`src/rtl/uart_rx.sv`:
```
// 16x-oversampling UART receiver with show-ahead receive FIFO and one-cycle error pulses.
// Optional even-parity support is compiled in by defining UART_RX_PARITY_EN.
module uart_rx #(
    parameter int CLK_DIV    = 54,
    parameter int FIFO_DEPTH = 4
) (
    input  logic       clk,
    input  logic       reset,
    input  logic       rx,
    output logic [7:0] rx_data,
    output logic       rx_valid,
    input  logic       rx_ready,
    output logic       frame_err,
    output logic       parity_err,
    output logic       overrun,
    output logic       busy
);
    // state  | meaning
    // IDLE   | waiting for a 1->0 edge on rx_s; tick counter held at 0
    // START  | confirm start bit at mid-bit (sample 7), else reject as glitch
    // DATA   | shift 8 data bits LSB first, one every 16 ticks
    // PARITY | sample even-parity bit (UART_RX_PARITY_EN builds only)
    // STOP   | sample stop bit, queue result for the push slot, back to IDLE

    localparam int          AW      = $clog2(FIFO_DEPTH);
    localparam logic [15:0] TICK_TC = 16'(CLK_DIV - 1);

`ifdef UART_RX_PARITY_EN
    typedef enum logic [2:0] {S_IDLE, S_START, S_DATA, S_PARITY, S_STOP} state_t;
`else
    typedef enum logic [2:0] {S_IDLE, S_START, S_DATA, S_STOP} state_t;
`endif

    state_t      state, state_nxt;
    logic        rx_meta, rx_s, rx_prev;
    logic [15:0] tick_cnt;
    logic [3:0]  smp_cnt;
    logic [2:0]  bit_cnt;
    logic [7:0]  shreg;
    logic        tick, mid_start, bit_end;
    logic        enter, shift_en, stop_en;
    logic        fin_pend, fin_stop;
    logic        good, do_pop, do_push, full, empty;
    logic [AW:0] wr_ptr, rd_ptr;
    logic [7:0]  mem [FIFO_DEPTH];
`ifdef UART_RX_PARITY_EN
    logic        par_en, par_bad;
`endif

    assign tick      = (state != S_IDLE) && (tick_cnt == TICK_TC);
    assign mid_start = tick && (smp_cnt == 4'd7);
    assign bit_end   = tick && (smp_cnt == 4'd15);
    assign busy      = (state != S_IDLE);

    always_comb begin
        state_nxt = state;
        enter     = 1'b0;
        shift_en  = 1'b0;
        stop_en   = 1'b0;
`ifdef UART_RX_PARITY_EN
        par_en    = 1'b0;
`endif
        case (state)
            S_IDLE: begin
                if (rx_prev && !rx_s) begin
                    state_nxt = S_START;
                    enter     = 1'b1;
                end
            end
            S_START: begin
                if (mid_start) begin
                    state_nxt = rx_s ? S_IDLE : S_DATA;
                    enter     = 1'b1;
                end
            end
            S_DATA: begin
                if (bit_end) begin
                    shift_en = 1'b1;
                    if (bit_cnt == 3'd7) begin
`ifdef UART_RX_PARITY_EN
                        state_nxt = S_PARITY;
`else
                        state_nxt = S_STOP;
`endif
                        enter = 1'b1;
                    end
                end
            end
`ifdef UART_RX_PARITY_EN
            S_PARITY: begin
                if (bit_end) begin
                    par_en    = 1'b1;
                    state_nxt = S_STOP;
                    enter     = 1'b1;
                end
            end
`endif
            S_STOP: begin
                if (bit_end) begin
                    stop_en   = 1'b1;
                    state_nxt = S_IDLE;
                    enter     = 1'b1;
                end
            end
            default: begin
                state_nxt = S_IDLE;
                enter     = 1'b1;
            end
        endcase
    end

    always_ff @(posedge clk or negedge reset) begin
        if (!reset) begin
            rx_meta  <= 1'b1;
            rx_s     <= 1'b1;
            rx_prev  <= 1'b1;
            state    <= S_IDLE;
            tick_cnt <= '0;
            smp_cnt  <= '0;
            bit_cnt  <= '0;
            shreg    <= '0;
            fin_pend <= 1'b0;
            fin_stop <= 1'b0;
        end else begin
            rx_meta <= rx;
            rx_s    <= rx_meta;
            rx_prev <= rx_s;
            state   <= state_nxt;

            if (state == S_IDLE || state_nxt == S_IDLE || tick)
                tick_cnt <= '0;
            else
                tick_cnt <= tick_cnt + 16'd1;

            // sample counter wraps 15->0 between data bits on its own
            if (enter)
                smp_cnt <= '0;
            else if (tick)
                smp_cnt <= smp_cnt + 4'd1;

            if (enter)
                bit_cnt <= '0;
            else if (shift_en)
                bit_cnt <= bit_cnt + 3'd1;

            if (shift_en)
                shreg <= {rx_s, shreg[7:1]};

            fin_pend <= stop_en;
            if (stop_en)
                fin_stop <= rx_s;
        end
    end

`ifdef UART_RX_PARITY_EN
    always_ff @(posedge clk or negedge reset) begin
        if (!reset)
            par_bad <= 1'b0;
        else if (par_en)
            par_bad <= ^{shreg, rx_s};
    end

    assign good = fin_pend && fin_stop && !par_bad;

    always_ff @(posedge clk or negedge reset) begin
        if (!reset)
            parity_err <= 1'b0;
        else
            parity_err <= fin_pend && fin_stop && par_bad;
    end
`else
    assign good       = fin_pend && fin_stop;
    assign parity_err = 1'b0;
`endif

    assign empty    = (wr_ptr == rd_ptr);
    assign full     = (wr_ptr[AW] != rd_ptr[AW]) && (wr_ptr[AW-1:0] == rd_ptr[AW-1:0]);
    assign rx_valid = !empty;
    assign rx_data  = mem[rd_ptr[AW-1:0]];
    assign do_pop   = rx_valid && rx_ready;
    assign do_push  = good && (!full || do_pop);

    always_ff @(posedge clk or negedge reset) begin
        if (!reset) begin
            wr_ptr    <= '0;
            rd_ptr    <= '0;
            frame_err <= 1'b0;
            overrun   <= 1'b0;
            for (int i = 0; i < FIFO_DEPTH; i++)
                mem[i] <= '0;
        end else begin
            frame_err <= fin_pend && !fin_stop;
            overrun   <= good && full && !do_pop;
            if (do_push) begin
                mem[wr_ptr[AW-1:0]] <= shreg;
                wr_ptr <= wr_ptr + 1'b1;
            end
            if (do_pop)
                rd_ptr <= rd_ptr + 1'b1;
        end
    end

endmodule

```
`config.mk`:
```
export PLATFORM = sky130hd
export DESIGN_NAME = uart_rx
export DESIGN_NICKNAME = d
export VERILOG_FILES = /design/src/rtl/uart_rx.sv
export SDC_FILE = /design/constraint.sdc
export NUM_CORES = 1
export LEC_CHECK = 0
export ABC_AREA = 1
export BUFFER_PORTS_ARGS = -buffer_cell sky130_fd_sc_hd__buf_2
export CORE_ASPECT_RATIO = 0.75
export CORE_MARGIN = 2
export CORE_UTILIZATION = 45
export CTS_BUF_LIST = sky130_fd_sc_hd__clkbuf_4
export DETAILED_ROUTE_END_ITERATION = 8
export GPL_TIMING_DRIVEN = 1
export SYNTH_ARGS = -nofsm -noshare
export SYNTH_HDL_FRONTEND = slang
export SYNTH_SLANG_ARGS = --single-unit
```
`constraint.sdc`:
```
create_clock -name clk -period 2.2 [get_ports clk]
set_input_delay 0.11 -clock clk [delete_from_list [all_inputs] [get_ports clk]]
set_output_delay 0.11 -clock clk [all_outputs]
set_load 0.01 [all_outputs]
```
# Yosys cells after proc, flatten, opt, wreduce, memory -nomap -nowiden
# Cells that the tools add are included.
# Widths: inputs -> output; s select.
[word_totals] mem_bits_ro=0 ramBits=0 latch_bits=0 reg_bits=79 n_memories=0 output_inout_bits=13
[op_classes] addsub=5 eq_ne=10 n_shift=0 n_lt_le_gt_ge=3 div=0 n_mul=0 muxes=26 bitwise_logic=2 n_reduce_logical=25
[ops] op="$bwmux 32" n=1
[ops] op="$mux 8" n=3
[ops] op="$mux 3" n=7
[ops] op="$add 16x1->16 const B" n=1
[ops] op="$bmux 8 s2" n=1
[ops] op="$demux 8 s2" n=1
[ops] op="$eq 16x6->1 const B" n=1
[ops] op="$mux 16" n=1
[ops] op="$logic_and 1x1->1" n=12
[ops] op="$pmux 3 s4" n=1
[ops] op="$add 3x1->3 const B" n=3
[ops] op="$mux 4" n=2
[ops] op="$mux 1" n=7
[ops] op="$eq 3x2->1 const B" n=2
[ops] op="$ge 3x3->1 const B" n=2
[ops] op="$logic_not 3->1" n=2
[ops] op="$not 2->3" n=2
[ops] op="$logic_not 1->1" n=5
[ops] op="$add 4x1->4 const B" n=1
[ops] op="$eq 4x3->1 const B" n=1
[ops] op="$eq 4x4->1 const B" n=1
[ops] op="$pmux 1 s4" n=1
[ops] op="$reduce_bool 2->1" n=2
[ops] op="$eq 3x1->1 const B" n=1
[ops] op="8 further kinds" n=10

# Longest topological paths before layout
[logic_depth] depth_word=9 depth_mapped=14 ltp_nobuf=13

# Least setup slack after synthesis
# OpenSTA, ideal clock, no wires.
[synth_timing] kind="flip-flop to flip-flop" start="register tick_cnt[1]" end="register tick_cnt[9]" arrival_time_ps=1682 path_buffers=1 slack_ps=395 required_time_ps=2076 path_stages_with_launch=13 cell_sequence="dfrtp_1 inv_1 ha_1 inv_1 nor2_1 nand4_4 nor2_8 nand2_4 nand2_4 nand4_2 nand2_4 buf_12 nor2_4"
[synth_via] elab_chain_cells=9 word_cells_on_any_way=13 cone_classes="add/sub (1); eq/ne (1); mux (5); reduce/logical (6)"
[synth_rtl] element="start: declaration" line_no="36" text="logic [15:0] tick_cnt;"
[synth_rtl] element="start signal: assignment" line_no="133" text="tick_cnt <= tick_cnt + 16'd1;"
[synth_rtl] element="$eq 16x6->1" line_no="50" text="assign tick = (state != S_IDLE) && (tick_cnt == TICK_TC);"
[synth_rtl] element="$logic_and 1x1->1" line_no="50"
[synth_rtl] element="$logic_and 1x1->1, on equally long branches" line_no="52, 51"
[synth_rtl] element="$mux 3, on equally long branches" line_no="99, 71, 77"
[synth_rtl] element="$pmux 3 s4" line_no="63" text="case (state)"
[synth_rtl] element="$logic_not 3->1" line_no="130" text="if (state == S_IDLE || state_nxt == S_IDLE || tick)"
[synth_rtl] element="$logic_or 1x1->1 (2 in a row)" line_no="130"
[synth_rtl] element="$mux 16 *" line_no="130"
# Mark *: on every way between the ends. The rest lies on a longest branch, timed or not.
# A chain may end at the register's enable or synchronous reset.

# Worst setup path after layout
[layout_timing] start="register tick_cnt[1]" end="register tick_cnt[0]"
[layout_via] elab_chain_cells=9 word_cells_on_any_way=12 cone_classes="eq/ne (1); mux (5); reduce/logical (6)"
[layout_rtl] element="$eq 16x6->1 *" line_no="50"
[layout_rtl] element="$logic_and 1x1->1 *" line_no="50"
[layout_rtl] element="$logic_and 1x1->1, on equally long branches" line_no="52, 51"
[layout_rtl] element="$mux 3, on equally long branches" line_no="99, 71, 77"
[layout_rtl] element="$pmux 3 s4" line_no="63"
[layout_rtl] element="$logic_not 3->1" line_no="130"
[layout_rtl] element="$logic_or 1x1->1" line_no="130"
[layout_rtl] element="$logic_or 1x1->1 *" line_no="130"
[layout_rtl] element="$mux 16 *" line_no="130"
# Marked as above.

==> summary.txt <==
initial DRC count: 184
headroom to the max-slew limit: 64.98%
final hold vios: 0
RSZ-0062 raised after global routing: no
Worst EP arrival: 2310 ps
Netlist cell types: 36
vias in the first global route: 2,917
Crit. End Element: flip-flop
Diodes inserted: 0
PwrDens: 531.1 nW/um2
Syn Inst Count: 434
routability cong.: 0.8341
Final ANT Viol Nets: 0
final WL: 7.993 mm
buffer count from post-CTS setup fixing: 0
slowest CP cell: dfrtp_1
EDFF count, synth: 0
Synth top cells by count: nand2_1 (88), dfrtp_1 (76), nor2_1 (51), o21ai_0 (40), inv_1 (38)
Design Power: 2.286 mW
P&R area growth vs syn: 9.516%
H-tree depth: 3
mean post-synth cell area: 9.058 um2
count leader, synth: nand2_1
Max VDD drop: 0.0003481 V
Clock Latency Late Sink: 430 ps
Comb power frac: 3.6%
fin nets: 477
share of the synthesized area in the top cell type: 48.38%
die footprint: 9507 um2
most used flip-flop cell after synthesis: dfrtp_1
GRT Overall Usage: 18.73%
Fill cells: 812
DRC viols: 0
Seq pwr share: 64.1%
Post-CTS Hold Buffers: 3
initial antenna violation count: 0
Synth area leader: dfrtp_1
Clock Path Buffers: 2
Crit Path Class: flip-flop to flip-flop
crit start category: flip-flop
GRT met1 Usage: 27.01%
internal power: 1.729 mW
CTS resizes: 0
TritonCTS buffer count: 9
dpl hpwl: 5.601 mm
die width: 111.9 um
delay of the slowest critical-path stage: 420 ps
met3 Resource Use GR: 4.786%
largest cells by area after synthesis: dfrtp_1 (48%), nand2_1 (8.4%), o21ai_0 (5.1%), nor2_1 (4.9%), xor2_1 (3.8%)
WL per Instance: 13.90 um
register area share after synthesis: 50.38%
row count: 29
Slew Viols, Final: 0
Synth Register Bits: 79
Slew @ Worst Pin: 521.3 ps
fin crit share: 91.45%
P_leak: 2.065 nW
Clk pwr share: 32.2%
first-pass GRT wire length: 14.10 mm
share of layout cells above drive strength 1: 17.13%
maximum number of pins on one net before global-route repair: 59
worst hold-check path type: input pin to asynchronous set/reset pin
io pins: 17
Worst Path Max Fanout: 16
Fmax: 0.4970 GHz
synth warn: 0
1st-pass router iterations: 5
crit path time final: 2012 ps
Post-Syn Area: 3931 um2
grt total ovfl: 0
Port Buffers: 15
total number of vias: 2,874
GRT Max-Usage Layer: met2
Final Setup Violations: 0
Reg area: 1981 um2
most frequent CP cell: nand2_4
footprint of the multi-input gates: 1703 um2
crit path cell chain: inv_1 -> ha_1 -> inv_1 -> nor2_1 -> nand4_4 -> nor2_8 -> nand2_4 -> nand2_4 -> nand4_2 -> nand2_4 -> nor2_1
cells on worst reg2reg path: 11
Net Sw Frac: 24.37%
Clock Sinks: 79
GR Util met2: 27.82%
core area: 8454 um2
CP required: 2500 ps
die height: 84.95 um
vias per cell: 4.998
Setup Skew: 12.43 ps
max-cap violation count: 0
CTS tree: done
status: finished, final reports clean
final setup TNS: 0 ps
Root Driver: clkbuf_4
Psw: 0.5572 mW
async set-reset flop share out of synthesis: 100.0%
Reg clk slew, reported paths: 110 ps
Starting Density: 46.50%
[placed cells by master (no fill, tap or decap), drive strengths merged]
cell type / n
inv: 42
xor2: 17
buf: 28
clkbuf: 11
dlygate4sd3: 3
clkinv: 5
mux2: 1
nand2: 93
dfrtp: 76
nand4: 9
dfstp: 3
conb: 2
nor4: 3
nand3: 12
o21ai: 44
nor2: 68
o2111ai: 1
ha: 10
o22ai: 8
a21oi: 3
xnor2: 6
nand3b: 1
o21a: 12
nor3: 9
[area by class of cell]
type / count / area share, %
Tap cell: 108 / 3.139
Timing Repair Buffer: 31 / 5.057
Clock buffer: 11 / 1.918
Multi-Input combinational cell: 299 / 39.55
Sequential cell: 79 / 46.00
Inverter: 43 / 3.778
Clock inverter: 4 / 0.5522
[registers in the layout (all words and copies together) (netlist names), 3 cells and up]
| name | count |
|---|---|
| state | 3 |
| bit_cnt | 3 |
| rd_ptr | 3 |
| smp_cnt | 4 |
| wr_ptr | 3 |
| mem | 32 |
| shreg | 8 |
| tick_cnt | 16 |
[layer usage]
metal	vias up	wire length, um
met1	1366	4141
met4	0	87
met2	46	3489
li1	1455	-
met5	-	0
met3	7	274
[final timing paths]
kind / from / end / slack [ps]
hold reg to reg: rx_meta / rx_s / 360
setup / recovery: tick_cnt[1] / tick_cnt[0] / 190
hold / removal: reset / shreg[4] / 110
max in group asynchronous: reset / rx_prev / 1470
min in group clk: rx / rx_meta / 330
setup reg to reg: tick_cnt[1] / tick_cnt[0] / 190
[stage by stage]
stage	hold slack, ps	cell area, um2	utilization [%]	std cells	setup slack (ps)
after floorplan	-185.6	3935	-	435	394.7
after global placement	25.66	4169	49.31	557	245.4
final	107.7	4305	50.93	575	188.0
after detailed placement	31.08	4169	49.31	557	182.3
after global routing	95.00	4305	50.93	575	8.275
after CTS	76.62	4305	50.93	575	174.4
[critical path, delay by kind of cell, from the launching register on]
kind	cells	cell delay, ps
AND/OR/NAND/NOR	8	1250
flip-flops	1	420
adder cells (fa/ha/maj)	1	140
buffers and inverters	2	100
[cells by family (layout without fill, tap and decap cells)]
kind of cell	count (synthesis)	after routing	synth area share, %
adders and majority gates	10	10	3.183
buffers and inverters	57	89	6.397
DFF	79	79	50.38
and+or+nand+nor	195	195	24.76
muxes	1	1	0.2864
AOI/OAI and AO/OA	68	68	9.771
xor gates and xnor gates	23	23	5.124
other	1	2	0.09539
[power groups by stage]
stage	registers [mW]	logic, mW	clock network [mW]
after CTS	1.47	0.0867	0.776
after detailed placement	1.49	0.0826	0
after global routing	1.47	0.0959	0.836
after floorplan	1.49	0.0430	0
after global placement	1.49	0.0823	0
final	1.47	0.0833	0.737
No activity file was read; power rests on OpenSTA's default activity.
